===== config.mk =====
export PLATFORM = sky130hd
export DESIGN_NAME = mem_bus_arbiter
export DESIGN_NICKNAME = d
export VERILOG_FILES = /design/src/rtl/mem_bus_pkg.sv /design/src/rtl/bus_rr_picker.sv /design/src/rtl/mem_bus_arbiter.sv
export SDC_FILE = /design/constraint.sdc
export NUM_CORES = 1
export LEC_CHECK = 0
export CORE_MARGIN = 8
export CORE_UTILIZATION = 38
export DETAILED_ROUTE_END_ITERATION = 7
export PLACE_DENSITY_LB_ADDON = 0.3
export SETUP_SLACK_MARGIN = 0.1
export SLEW_MARGIN = 5
export SYNTH_ARGS = -nofsm -noshare
export SYNTH_HDL_FRONTEND = slang
export SYNTH_HIERARCHICAL = 1
export SYNTH_SLANG_ARGS = --single-unit

===== constraint.sdc =====
create_clock -name clk -period 2.9 [get_ports clk]
set_input_delay 0.435 -clock clk [delete_from_list [all_inputs] [get_ports clk]]
set_output_delay 0.435 -clock clk [all_outputs]
set_load 0.02 [all_outputs]

===== src/rtl/mem_bus_pkg.sv =====
// Shared types and widths for the memory bus arbiter.
package mem_bus_pkg;

    localparam int ADDR_W = 16;
    localparam int DATA_W = 8;

    typedef enum logic [1:0] {
        IDLE   = 2'd0,
        ACCESS = 2'd1,
        DONE   = 2'd2
    } state_t;

endpackage


===== src/rtl/bus_rr_picker.sv =====
// Round-robin requester picker: first requesting index after the pointer,
// wrapping modulo NREQ. Purely combinational.
module bus_rr_picker
    import mem_bus_pkg::*;
#(
    parameter int NREQ  = 3,
    parameter int IDX_W = $clog2(NREQ)
) (
    input  logic [NREQ-1:0]  req,
    input  logic [IDX_W-1:0] pointer,
    output logic [NREQ-1:0]  winner,
    output logic [IDX_W-1:0] winner_idx
);

    logic found;
    int   cand;

    // Scan from pointer+1 around to the pointer itself; the first hit wins.
    always_comb begin
        winner     = '0;
        winner_idx = '0;
        found      = 1'b0;
        cand       = 0;
        for (int off = 1; off <= NREQ; off++) begin
            cand = (int'(pointer) + off) % NREQ;
            if (!found && req[IDX_W'(cand)]) begin
                found                = 1'b1;
                winner[IDX_W'(cand)] = 1'b1;
                winner_idx           = IDX_W'(cand);
            end
        end
    end

endmodule


===== src/rtl/mem_bus_arbiter.sv =====
// Memory bus arbiter: grants one of NREQ requesters a single memory access
// with fixed wait states, optional fixed priority for requester 0, round-robin
// for the rest, and bounded bus locking by the current owner.
module mem_bus_arbiter
    import mem_bus_pkg::*;
#(
    parameter int NREQ        = 3,
    parameter int WAIT_CYCLES = 1,
    parameter int MAX_LOCK    = 4,
    parameter int HIPRI0      = 1
) (
    input  logic                   clk,
    input  logic                   reset,
    input  logic [NREQ-1:0]        req,
    input  logic [NREQ-1:0]        lock,
    input  logic [NREQ-1:0]        we,
    input  logic [NREQ*ADDR_W-1:0] addr,
    input  logic [NREQ*DATA_W-1:0] wdata,
    output logic [NREQ-1:0]        gnt,
    output logic [NREQ-1:0]        ack,
    output logic [DATA_W-1:0]      rdata,
    output logic [ADDR_W-1:0]      mem_addr,
    output logic [DATA_W-1:0]      mem_wdata,
    input  logic [DATA_W-1:0]      mem_rdata,
    output logic                   mem_rd,
    output logic                   mem_wr
);

    localparam int               IDX_W     = $clog2(NREQ);
    localparam logic [3:0]       WAIT_INIT = 4'(WAIT_CYCLES);
    localparam logic [3:0]       LOCK_MAX  = 4'(MAX_LOCK);
    localparam logic [IDX_W-1:0] PTR_INIT  = IDX_W'(NREQ - 1);

    state_t           state;
    logic [3:0]       wait_cnt;
    logic [3:0]       lock_cnt;
    logic [IDX_W-1:0] rr_ptr;
    logic [IDX_W-1:0] owner;

    logic [NREQ-1:0]  pick_onehot;
    logic [IDX_W-1:0] pick_idx;
    logic             hipri_win;
    logic             others_waiting;
    logic             reissue;
    logic             start;
    logic [IDX_W-1:0] start_idx;
    logic [NREQ-1:0]  start_onehot;

    bus_rr_picker #(
        .NREQ  (NREQ),
        .IDX_W (IDX_W)
    ) u_picker (
        .req        (req),
        .pointer    (rr_ptr),
        .winner     (pick_onehot),
        .winner_idx (pick_idx)
    );

    // Decide who gets the next access: a locked reissue to the current owner
    // beats arbitration; otherwise fixed-priority 0, then round-robin.
    always_comb begin
        hipri_win      = (HIPRI0 != 0) && req[0];
        others_waiting = |(req & ~gnt);
        reissue        = (state == DONE) && req[owner] && lock[owner] &&
                         ((lock_cnt < LOCK_MAX) || !others_waiting);
        start          = ((state == IDLE) || (state == DONE)) && (reissue || (|req));
        if (reissue) begin
            start_idx    = owner;
            start_onehot = gnt;
        end else if (hipri_win) begin
            start_idx    = '0;
            start_onehot = NREQ'(1);
        end else begin
            start_idx    = pick_idx;
            start_onehot = pick_onehot;
        end
    end

    // Arbiter FSM with registered grant, strobes, ack and read data.
    always_ff @(posedge clk or negedge reset) begin
        if (!reset) begin
            state     <= IDLE;
            gnt       <= '0;
            ack       <= '0;
            rdata     <= '0;
            mem_addr  <= '0;
            mem_wdata <= '0;
            mem_rd    <= 1'b0;
            mem_wr    <= 1'b0;
            wait_cnt  <= '0;
            lock_cnt  <= '0;
            rr_ptr    <= PTR_INIT;
            owner     <= '0;
        end else begin
            ack <= '0;
            case (state)
                IDLE, DONE: begin
                    if (start) begin
                        state     <= ACCESS;
                        gnt       <= start_onehot;
                        owner     <= start_idx;
                        mem_addr  <= addr[start_idx*ADDR_W +: ADDR_W];
                        mem_wdata <= wdata[start_idx*DATA_W +: DATA_W];
                        mem_rd    <= ~we[start_idx];
                        mem_wr    <= we[start_idx];
                        wait_cnt  <= WAIT_INIT;
                        if (reissue) begin
                            lock_cnt <= (lock_cnt == 4'hF) ? lock_cnt : lock_cnt + 4'd1;
                        end else begin
                            lock_cnt <= '0;
                            if (!hipri_win) begin
                                rr_ptr <= pick_idx;
                            end
                        end
                    end else begin
                        state    <= IDLE;
                        gnt      <= '0;
                        lock_cnt <= '0;
                    end
                end
                ACCESS: begin
                    if (wait_cnt == 4'd0) begin
                        if (mem_rd) begin
                            rdata <= mem_rdata;
                        end
                        mem_rd <= 1'b0;
                        mem_wr <= 1'b0;
                        ack    <= gnt;
                        state  <= DONE;
                    end else begin
                        wait_cnt <= wait_cnt - 4'd1;
                    end
                end
                default: state <= IDLE;
            endcase
        end
    end

endmodule


After elaboration in Yosys (flattened, before gate mapping). Cells that the tools add are included.

Add/subtract/negate cells: 5. Magnitude comparators: 9. Equal/unequal tests: 8. Multiplexer cells: 50. Reduce and logical (&&, ||, !) cells: 28. Bitwise logic cells: 7. Shifts and indexed selects: 2. Divide/modulo/power cells: 3.

Operator list (number): $mod A32 B3 Y32 const B (3); $shiftx A48 B7 Y16 (1); $mux W3 (8); $shiftx A24 B6 Y8 (1); $mux W4 (5); $mux W1 (18); $bmux W1 S2 (6); $lt A2 B4 Y1 const B (3); $mux W2 (6); $logic_and A1 B1 Y1 (9); $reduce_and A3 Y1 (3); $ne A2 B2 Y1 const B (4); $pmux W4 S2 (1); $add A2 B2 Y3 const B (2); $demux W1 S2 (3); $ge A2 B1 Y1 const B (3); $lt A2 B3 Y1 const B (2); $or A3 B3 Y3 (2); $reduce_and A2 Y1 (3); $reduce_or A3 Y1 (2); $add A4 B1 Y4 const B (1); $eq A4 B4 Y1 const B (1); $logic_not A4 Y1 (1); $lt A4 B3 Y1 const B (1); other kinds (16) (23).

Word-level logic and storage cells: 124. Bits of input ports: 91. Register bits after elaboration: 54. Output and inout port bits: 40.

Logic depth before layout (Yosys ltp). Gate-level depths: netlist (run 1).

Word-level depth: 19. Mapped depth: 14. Depth with buffers taken out: 11.

Cells and area by module. The synthesis (run 1) kept the hierarchy.

Modules (own cells, without submodules): mem_bus_arbiter (cells an instance 270, area each 2770.2 um2, times used 1, sequential area each 1352.5 um2); bus_rr_picker (cells an instance 33, area each 237.7 um2, times used 1, sequential area each 0.0 um2).

Worst setup path before layout (run 1). No wires, ideal clock.

Kind: reg-to-reg. From: register rr_ptr[1]. To: register mem_addr[0]. Clock period less this slack: 2.743 ns. Data required time: 2.774 ns. Library setup time: 0.126 ns. Setup slack: 0.157 ns. Cell stages (with the launch flop): 11. Path buffers: 2. Arrival: 2.617 ns. Cells stage by stage: dfstp_2 ha_1 buf_6 mux2i_1 o22ai_1 o32ai_1 inv_1 o311ai_2 clkbuf_1 a21oi_1 a221o_1.

Cells in the longest elaborated chain, start to end: 15. Elaborated cells between the ends (all ways): 27. Those cells by class: add/sub: 3; div: 3; shift: 1; mux: 16; reduce/logical: 4.

RTL lines: start, declared (line mem_bus_arbiter.sv:37) `logic [IDX_W-1:0] rr_ptr;`; start signal, assigned (line mem_bus_arbiter.sv:112) `rr_ptr <= pick_idx;`; $add A2 B1 Y3 (line bus_rr_picker.sv:25) `cand = (int'(pointer) + off) % NREQ;`; $mod A32 B3 Y32 (line bus_rr_picker.sv:25); $bmux W1 S2 (line bus_rr_picker.sv:26) `if (!found && req[IDX_W'(cand)]) begin`; $mux W1 (not written as such) (2 in a row) (line bus_rr_picker.sv:26); $mux W1 (line bus_rr_picker.sv:26); $logic_not A1 Y1 (line bus_rr_picker.sv:26); $logic_and A1 B1 Y1 (line bus_rr_picker.sv:26); $mux W1 (line bus_rr_picker.sv:26); $logic_not A1 Y1 (line bus_rr_picker.sv:26); $logic_and A1 B1 Y1 (line bus_rr_picker.sv:26); $mux W2 * (line bus_rr_picker.sv:26); via pick_idx[1] (line mem_bus_arbiter.sv:41) `logic [IDX_W-1:0] pick_idx;`; $mux W2 * (line mem_bus_arbiter.sv:70) `end else if (hipri_win) begin`; $mux W2 * (line mem_bus_arbiter.sv:67) `if (reissue) begin`; $shiftx A48 B7 Y16 * (line mem_bus_arbiter.sv:102) `mem_addr <= addr[start_idx*ADDR_W +: ADDR_W];`; end signal, assigned (line mem_bus_arbiter.sv:102); end, declared (line mem_bus_arbiter.sv:22) `output logic [ADDR_W-1:0] mem_addr,`.

The timed path passes the listed nets; every way through them passes the cells marked *. The select of a mux whose other input is x is not followed. A chain may end at the register's enable or synchronous reset.

Worst setup path after layout (run 1).
From: register rr_ptr[1]. To: register mem_rd.

Cells in the longest elaborated chain, start to end: 19. Elaborated cells between the ends (all ways): 31. Those cells by class: add/sub: 3; div: 3; mux: 20; bitwise: 1; reduce/logical: 4.

RTL lines: $add A2 B1 Y3 (line bus_rr_picker.sv:25); $mod A32 B3 Y32 (line bus_rr_picker.sv:25); $bmux W1 S2 (line bus_rr_picker.sv:26); $mux W1 (not written as such) (2 in a row) (line bus_rr_picker.sv:26); $mux W1 (line bus_rr_picker.sv:26); $logic_not A1 Y1 (line bus_rr_picker.sv:26); $logic_and A1 B1 Y1 (line bus_rr_picker.sv:26); $mux W1 (line bus_rr_picker.sv:26); [... 3 more ...]; via pick_idx[0] (line mem_bus_arbiter.sv:41); $mux W2 * (line mem_bus_arbiter.sv:70); $mux W2 * (line mem_bus_arbiter.sv:67); $bmux W1 S2 * (line mem_bus_arbiter.sv:104) `mem_rd <= ~we[start_idx];`; $mux W1 (not written as such) * (line mem_bus_arbiter.sv:104); $not A1 Y1 * (line mem_bus_arbiter.sv:104); $mux W1 * (line mem_bus_arbiter.sv:98) `if (start) begin`; $pmux W1 S2 * (line mem_bus_arbiter.sv:96) `case (state)`; end signal, assigned (line mem_bus_arbiter.sv:104); end, declared (line mem_bus_arbiter.sv:25) `output logic mem_rd,`.

Marks and branches as above.

==> qor.csv, run 1 <==
metric,value,unit
die area,11000,µm²
Crit path largest cell delay,0.54,ns
total CTS buffers,5,
critical path class,flip-flop to flip-flop,
MaxCap Viol Count,0,
final setup skew,0.00491,ns
clk buf depth,2,
port bufs,130,
Clock transition at path regs,0.10,ns
Pwr Density,891,nW/µm²
CP cell instances,"ha_1, mux2i_1, o2111ai_1, o21a_1, o21ai_1, nor2b_1, a21bo_1, buf_4, o311a_1, a32oi_1, a22o_1",
area taken by multi-input logic gates,1530,µm²
grt ovf,0,
CTS Hold Bufs,0,
worst slew pin tran,0.778,ns
RSZ-0062 raised after global routing,true,
GRT Total Usage,18.2,%
fin area,4660,µm²
Int Power,0.00248,W
H-tree depth,2,
Via density,5.45,
Worst EP arrival,2.89,ns
n_diodes,0,
reg2reg start,rr_ptr[1]$_DFFE_PN1P_,
Switch Pwr,0.00168,W
DIE WIDTH,105,µm
Post-Syn Area,3010,µm²
Clock Latency Late Sink,0.31,ns
Most used DFF post-synth,dfrtp_1,
initial antenna violation count,0,
CP max stage cell,dfstp_2,
post-route setup TNS,0,ns
Core Box Area,7690,µm²
final wirelength,10300,µm
Clk pwr share,10.7,%
count of final setup violators,0,
vias in the first global route,3096,
largest net degree at the start of global routing,36,
Worst Hold Class,input port to asynchronous set/reset pin,
Levels on crit path,11,
share of cells above drive strength 1,13.9,%
CP Max Fanout,13,
Synth-to-Final Area Change,55.0,%
Routability Congestion,0.932,
status,finished clean,
Seq pwr share,31.0,%
number of flops mapped to enable cells by yosys,0,
worst vdd rail ir drop,0.364,mV
DP Area,4540,µm²
reg2reg end,mem_rd$_DFFE_PN0P_,
final hold viol count,0,
CTS tree,yes,
sw frac,40.4,%
critical path data required time,3.15,ns
WP buf/inv,1,
vias,2983,
CTS Root Cell,clkbuf_8,
Async SR Flop Fraction,100,%
Crit path max-delay family,compound AO/OA/AOI/OAI gates,
nets,542,
Yosys cell types,50,
worst setup path startpoint,rr_ptr[1]$_DFFE_PN1P_,
die height,105,µm
worst hold-check slack,0.189,ns
Worst slew margin,48.1,%
Final Max Slew Viols,0,
post-synthesis sequential area ratio,45.0,%
"Warnings, synthesis",6,
# clock sinks,54,
# rows,32,
crit end category,flip-flop,
R2R Setup Slk,0.26,ns
HPWL Detailed,7880,µm
Routed Antenna Nets,0,
"Avg Cell Area, Syn",9.93,µm²
fin crit period,2.64,ns
drt pass-1 iters,4,
WL per Instance,18.8,µm
Post-Route Utilization,60.7,%
setup bufs post-CTS,0,
Post-Synthesis Cells,303,
crit path to,mem_rd$_DFFE_PN0P_,
first-pass GRT wire length,16500,µm
drt drc,0,
register area,1350,µm²
Finished Layout Cells,547,
Leakage,1.94,nW
fillers,649,
Syn Nets,401,
Yosys reg bits,54,
Critical Path Start Type,flip-flop,
combinational share of power,58.3,%
final worst-path cycle share,90.9,%
dpl cells,539,
Initial Util,39.1,%
worst reg2reg path depth,11,
FMAX,379,MHz
initial drt markers,150,
I/O pin count,131,
## kinds of logic (layout without fill, tap and decap cells)
| logic type | count (synthesis) | count (layout) | synth area share, % |
|---|---|---|---|
| AO/OA/AOI/OAI | 117 | 117 | 27.2 |
| AND/OR/NAND/NOR | 78 | 78 | 14.1 |
| flip-flops | 54 | 54 | 45.0 |
| buffers and inverters | 32 | 174 | 5.45 |
| multiplexers | 14 | 14 | 5.12 |
| adder cells (fa/ha/maj) | 7 | 7 | 2.91 |
| XOR/XNOR | 1 | 1 | 0.291 |
## power groups by stage
stage          Combinational [W]  Clock (W)  Sequential [W]
2_1_floorplan            0.00109          0         0.00156
3_3_place_gp             0.00233          0         0.00129
3_5_place_dp             0.00238          0         0.00130
4_1_cts                  0.00239   0.000460         0.00129
5_1_grt                  0.00260   0.000488         0.00133
6_report                 0.00242   0.000446         0.00129
## placed cells by master, fill, tap and decap left out, drive strengths merged, types with 3 or more instances in the layout
master,count
dfrtp,53
nor2,9
inv,10
nand2,13
clkdlybuf4s50,129
and2,4
a221o,24
nor3,5
o32ai,3
buf,27
a21oi,31
clkbuf,6
nor2b,5
nand3b,3
nand3,28
or2,3
a22o,4
a21boi,4
o21ai,34
mux2i,3
ha,7
mux2,11
## worst reg2reg max path, stage by stage, from the launching register on
cell and delay [ns]:
dfstp_2 0.54, ha_1 0.25, mux2i_1 0.20, o2111ai_1 0.12
o21a_1 0.14, o21ai_1 0.20, nor2b_1 0.18, a21bo_1 0.25
buf_4 0.19, o311a_1 0.12, a32oi_1 0.21, a22o_1 0.18
## cell usage after synthesis, types with 2 or more instances
cell type | count | area [µm²]
a21boi_0 | 3 | 22.5
a21oi_1 | 31 | 155
a221o_1 | 24 | 240
a22o_1 | 4 | 35.0
and2_1 | 4 | 25.0
buf_1 | 2 | 7.51
buf_2 | 5 | 25.0
buf_6 | 5 | 56.3
clkbuf_1 | 10 | 37.5
dfrtp_1 | 53 | 1330
ha_1 | 7 | 87.6
inv_1 | 10 | 37.5
mux2_2 | 11 | 124
mux2i_1 | 3 | 30.0
nand2_1 | 13 | 48.8
nand2b_1 | 2 | 12.5
nand3_1 | 28 | 140
nand3b_1 | 3 | 22.5
nand4_1 | 2 | 12.5
nor2_1 | 9 | 33.8
nor2b_1 | 4 | 25.0
nor3_1 | 3 | 15.0
nor3_2 | 2 | 20.0
o21a_1 | 2 | 15.0
o21ai_0 | 31 | 155
o21ai_1 | 3 | 15.0
o22ai_1 | 2 | 12.5
o32ai_1 | 3 | 26.3
or2_2 | 3 | 18.8
## stage by stage
step / setup slack (ns) / power, W
after detailed placement: -0.0256 / 0.00368
after CTS: 0.162 / 0.00414
after global placement: 0.0603 / 0.00362
after global routing: 0.0518 / 0.00442
after floorplan: 0.157 / 0.00266
final: 0.264 / 0.00415
## sequential cells by signal, indices dropped and copies added, names as in the netlist
signal / cells
ack: 3
gnt: 3
lock_cnt: 4
mem_addr: 16
mem_rd: 1
mem_wdata: 8
mem_wr: 1
owner: 2
rdata: 8
rr_ptr: 2
state: 2
wait_cnt: 4
## metal layers
metal,track usage (%),vias up,part of all wire (%)
met3,4.30,16,6.6
met5,0,-,0
met1,21.8,1421,42
li1,-,1428,-
met4,7.34,0,2.5
met2,30.8,118,49
## area by class of cell
| class | instances | area share [%] |
|---|---|---|
| Timing Repair Buffer | 156 | 32.7 |
| Multi-Input combinational cell | 217 | 32.7 |
| Sequential cell | 54 | 29.0 |
| Tap cell | 102 | 2.74 |
| Clock inverter | 2 | 0.268 |
| Inverter | 10 | 0.805 |
| Clock buffer | 6 | 1.77 |
## worst min-delay path by stage
stage / end / depth (start not counted) / slack (ns) / from
3_3_place_gp: rdata[5]$_DFFE_PN0P_ / 1 / 0.49 / rdata[5]$_DFFE_PN0P_
3_5_place_dp: rdata[4]$_DFFE_PN0P_ / 1 / 0.49 / rdata[4]$_DFFE_PN0P_
5_1_grt: ack[2]$_DFF_PN0_ / 1 / 0.23 / reset
2_1_floorplan: ack[0]$_DFF_PN0_ / 0 / 0.14 / reset
6_report: ack[2]$_DFF_PN0_ / 1 / 0.19 / reset
4_1_cts: ack[2]$_DFF_PN0_ / 1 / 0.21 / reset
## repair_timing
item                       in CTS  in global routing
setup endpoints to repair      17                 26
gates resized for setup         1                  7
pin swaps                       0                  1
No activity file was read; power rests on OpenSTA's default activity.
==> run 2: changes to the inputs <==
CORE_UTILIZATION = 35   (was 38)
==> run 2 against run 1 <==
Hold slack lost 0.17 ns. Non-clock buffer count grew 13. Final cell count grew 3.7%. Register-to-register slack lost 0.19 ns. Clock power shrank 1%. Critical path type unchanged. Clock skew grew 0.011 ns. Flip-flop and latch count is the same. Critical path depth is the same. Largest cell class is now non-clock buffers.
==> qor.csv, run 2 (synthesis gave the netlist of run 1 again) <==
metric,value,unit,change
final setup skew,0.0164,ns,was 0.00491 ns
die height,109,µm,was 105 µm
Switch Pwr,0.00187,W,was 0.00168 W
initial drt markers,236,,was 150
HPWL Detailed,7820,µm,was 7880 µm
Worst slew margin,66.9,%,was 48.1%
vias in the first global route,3074,,was 3096
CP Max Fanout,12,,was 13
"commonest non-fill, non-tap cell in the layout",clkdlybuf4s50_1,,unchanged
Clk pwr share,9.7,%,was 10.7%
most frequent cells in the layout,"clkdlybuf4s50_1 (129), dfrtp_1 (53), buf_4 (32)",,"was clkdlybuf4s50_1 (129), dfrtp_1 (53), a21oi_1 (31), o21ai_0 (31), nand3_1 (28)"
worst vdd rail ir drop,0.546,mV,was 0.364 mV
fin crit period,2.83,ns,was 2.64 ns
drt drc,0,,unchanged
drt pass-1 iters,6,,was 4
I/O pin count,131,,unchanged
Worst Hold Class,input port to asynchronous set/reset pin,,unchanged
Final Max Slew Viols,0,,unchanged
Critical Path Start Type,flip-flop,,unchanged
CTS Root Cell,clkbuf_8,,unchanged
clk buf depth,2,,unchanged
largest net degree at the start of global routing,40,,was 36
Largest register FFs,16,,unchanged
crit end category,flip-flop,,unchanged
Final WS setup,0.0702,ns,was 0.264 ns
Power Total,0.00455,W,was 0.00415 W
Seq pwr share,28.6,%,was 31.0%
Synth-to-Final Area Change,64.2,%,was 55.0%
critical path data required time,3.11,ns,was 3.15 ns
sw frac,41.2,%,was 40.4%
initial antenna violation count,0,,unchanged
biggest regs,"mem_addr x16, mem_wdata x8, rdata x8",,unchanged
Int Power,0.00267,W,was 0.00248 W
first-pass GRT wire length,16300,µm,was 16500 µm
share of cells above drive strength 1,19.6,%,was 13.9%
Routed Antenna Nets,0,,unchanged
final hold viol count,0,,unchanged
CTS tree,yes,,unchanged
Routability Congestion,0.946,,was 0.932
vias,3185,,was 2983
Initial Util,35.4,%,was 39.1%
MaxCap Viol Count,0,,unchanged
status,finished clean,,unchanged
GRT Total Usage,17.2,%,was 18.2%
FMAX,353,MHz,was 379 MHz
count of final setup violators,0,,unchanged
Clock transition at path regs,0.11,ns,was 0.10 ns
final worst-path cycle share,97.6,%,was 90.9%
WL per Instance,20.1,µm,was 18.8 µm
worst slew pin tran,0.495,ns,was 0.778 ns
Leakage,2.03,nW,was 1.94 nW
die area,11800,µm²,was 11000 µm²
critical path class,flip-flop to flip-flop,,unchanged
nets,556,,was 542
Clock Latency Late Sink,0.32,ns,was 0.31 ns
RSZ-0062 raised after global routing,true,,unchanged
# rows,34,,was 32
# clock sinks,54,,unchanged
DIE WIDTH,109,µm,was 105 µm
Via density,5.62,,was 5.45
combinational share of power,61.7,%,was 58.3%
port bufs,130,,unchanged
most flop-heavy register,mem_addr,,unchanged
Worst EP arrival,3.04,ns,was 2.89 ns
grt ovf,0,,unchanged
final wirelength,11400,µm,was 10300 µm
Pwr Density,921,nW/µm²,was 891 nW/µm²
H-tree depth,2,,unchanged
Core Box Area,8510,µm²,was 7690 µm²
n_diodes,0,,unchanged
pre-CTS WS,-0.320,ns,was -0.0256 ns
total CTS buffers,5,,unchanged
post-route setup TNS,0,ns,unchanged
run 2: cell count changes in the layout (fill, tap and decap cells not counted), moves of 2 or more:
cell | previous run | this run
nor3_4 | 0 | 2
a21oi_1 | 31 | 23
a21oi_2 | 0 | 7
clkbuf_16 | 0 | 3
ha_4 | 0 | 2
buf_4 | 22 | 32
ha_1 | 7 | 4
run 2: critical path, cell delays in order (launching register included):
cell and delay, ns:
dfstp_2 0.60, inv_2 0.06, ha_4 0.17, mux2i_1 0.18, o21ai_2 0.11, o32ai_2 0.32, inv_1 0.11, buf_6 0.14
o311ai_4 0.43, clkbuf_16 0.26, a21oi_1 0.06, a221o_1 0.28
run 2: power groups by stage:
stage	sequential [W]	combinational [W]	clock, W
finish	0.00130	0.00281	0.000440
global route	0.00135	0.00298	0.000485
CTS	0.00130	0.00249	0.000455
detailed placement	0.00131	0.00244	0
global placement	0.00130	0.00237	0
floorplan	0.00156	0.00109	0
run 2: layer usage:
layer  vias to the layer above  track usage [%]  routed length (µm)
li1                       1460                -                   -
met1                      1550             22.1                4660
met2                       161             28.5                5530
met3                        14             3.96                1080
met4                         0             4.79                 155
met5                         -                0                   0
run 2: path summary, 6_finish.rpt:
path | startpoint | end | slack, ns | cells past startpoint
worst min register to register | rdata[0]$_DFFE_PN0P_ | rdata[0]$_DFFE_PN0P_ | 0.51 | 1
worst min-delay path | reset | rr_ptr[0]$_DFFE_PN0P_ | 0.02 | 1
worst max-delay path | rr_ptr[1]$_DFFE_PN1P_ | mem_addr[6]$_DFFE_PN0P_ | 0.07 | 11
max in group asynchronous | reset | mem_wdata[3]$_DFFE_PN0P_ | 2.06 | 2
worst max register to register | rr_ptr[1]$_DFFE_PN1P_ | mem_addr[6]$_DFFE_PN0P_ | 0.07 | 11
min in group clk | rdata[0]$_DFFE_PN0P_ | rdata[0]$_DFFE_PN0P_ | 0.51 | 1
run 2: stage by stage:
stage / utilization (%) / cell area, µm² / instances / hold WS [ns]
global placement: 53.7 / 4570 / 549 / 0.364
detailed placement: 53.7 / 4570 / 549 / 0.374
CTS: 55.6 / 4730 / 562 / 0.0263
floorplan: - / 3010 / 303 / 0.139
finish: 58.0 / 4940 / 567 / 0.0200
global route: 58.0 / 4940 / 567 / 0.0312
run 2: timing repair:
action | CTS | global route
setup buffers | 4 | 2
hold buffers | 0 | 0
endpoints found under the setup margin | 24 | 26
endpoints found under the hold margin | 0 | 0
resized for setup | 2 | 28
pin swaps | 2 | 0
cloned | 1 | 3
run 2: layout make-up:
type | instances | area, µm²
clock buffer | 5 | 68.8
clock inverter | 3 | 25.0
fill | 716 | 3570
inverter | 10 | 37.5
multi-input combinational | 218 | 1640
sequential | 54 | 1350
tap | 108 | 135
timing repair buffer | 169 | 1680
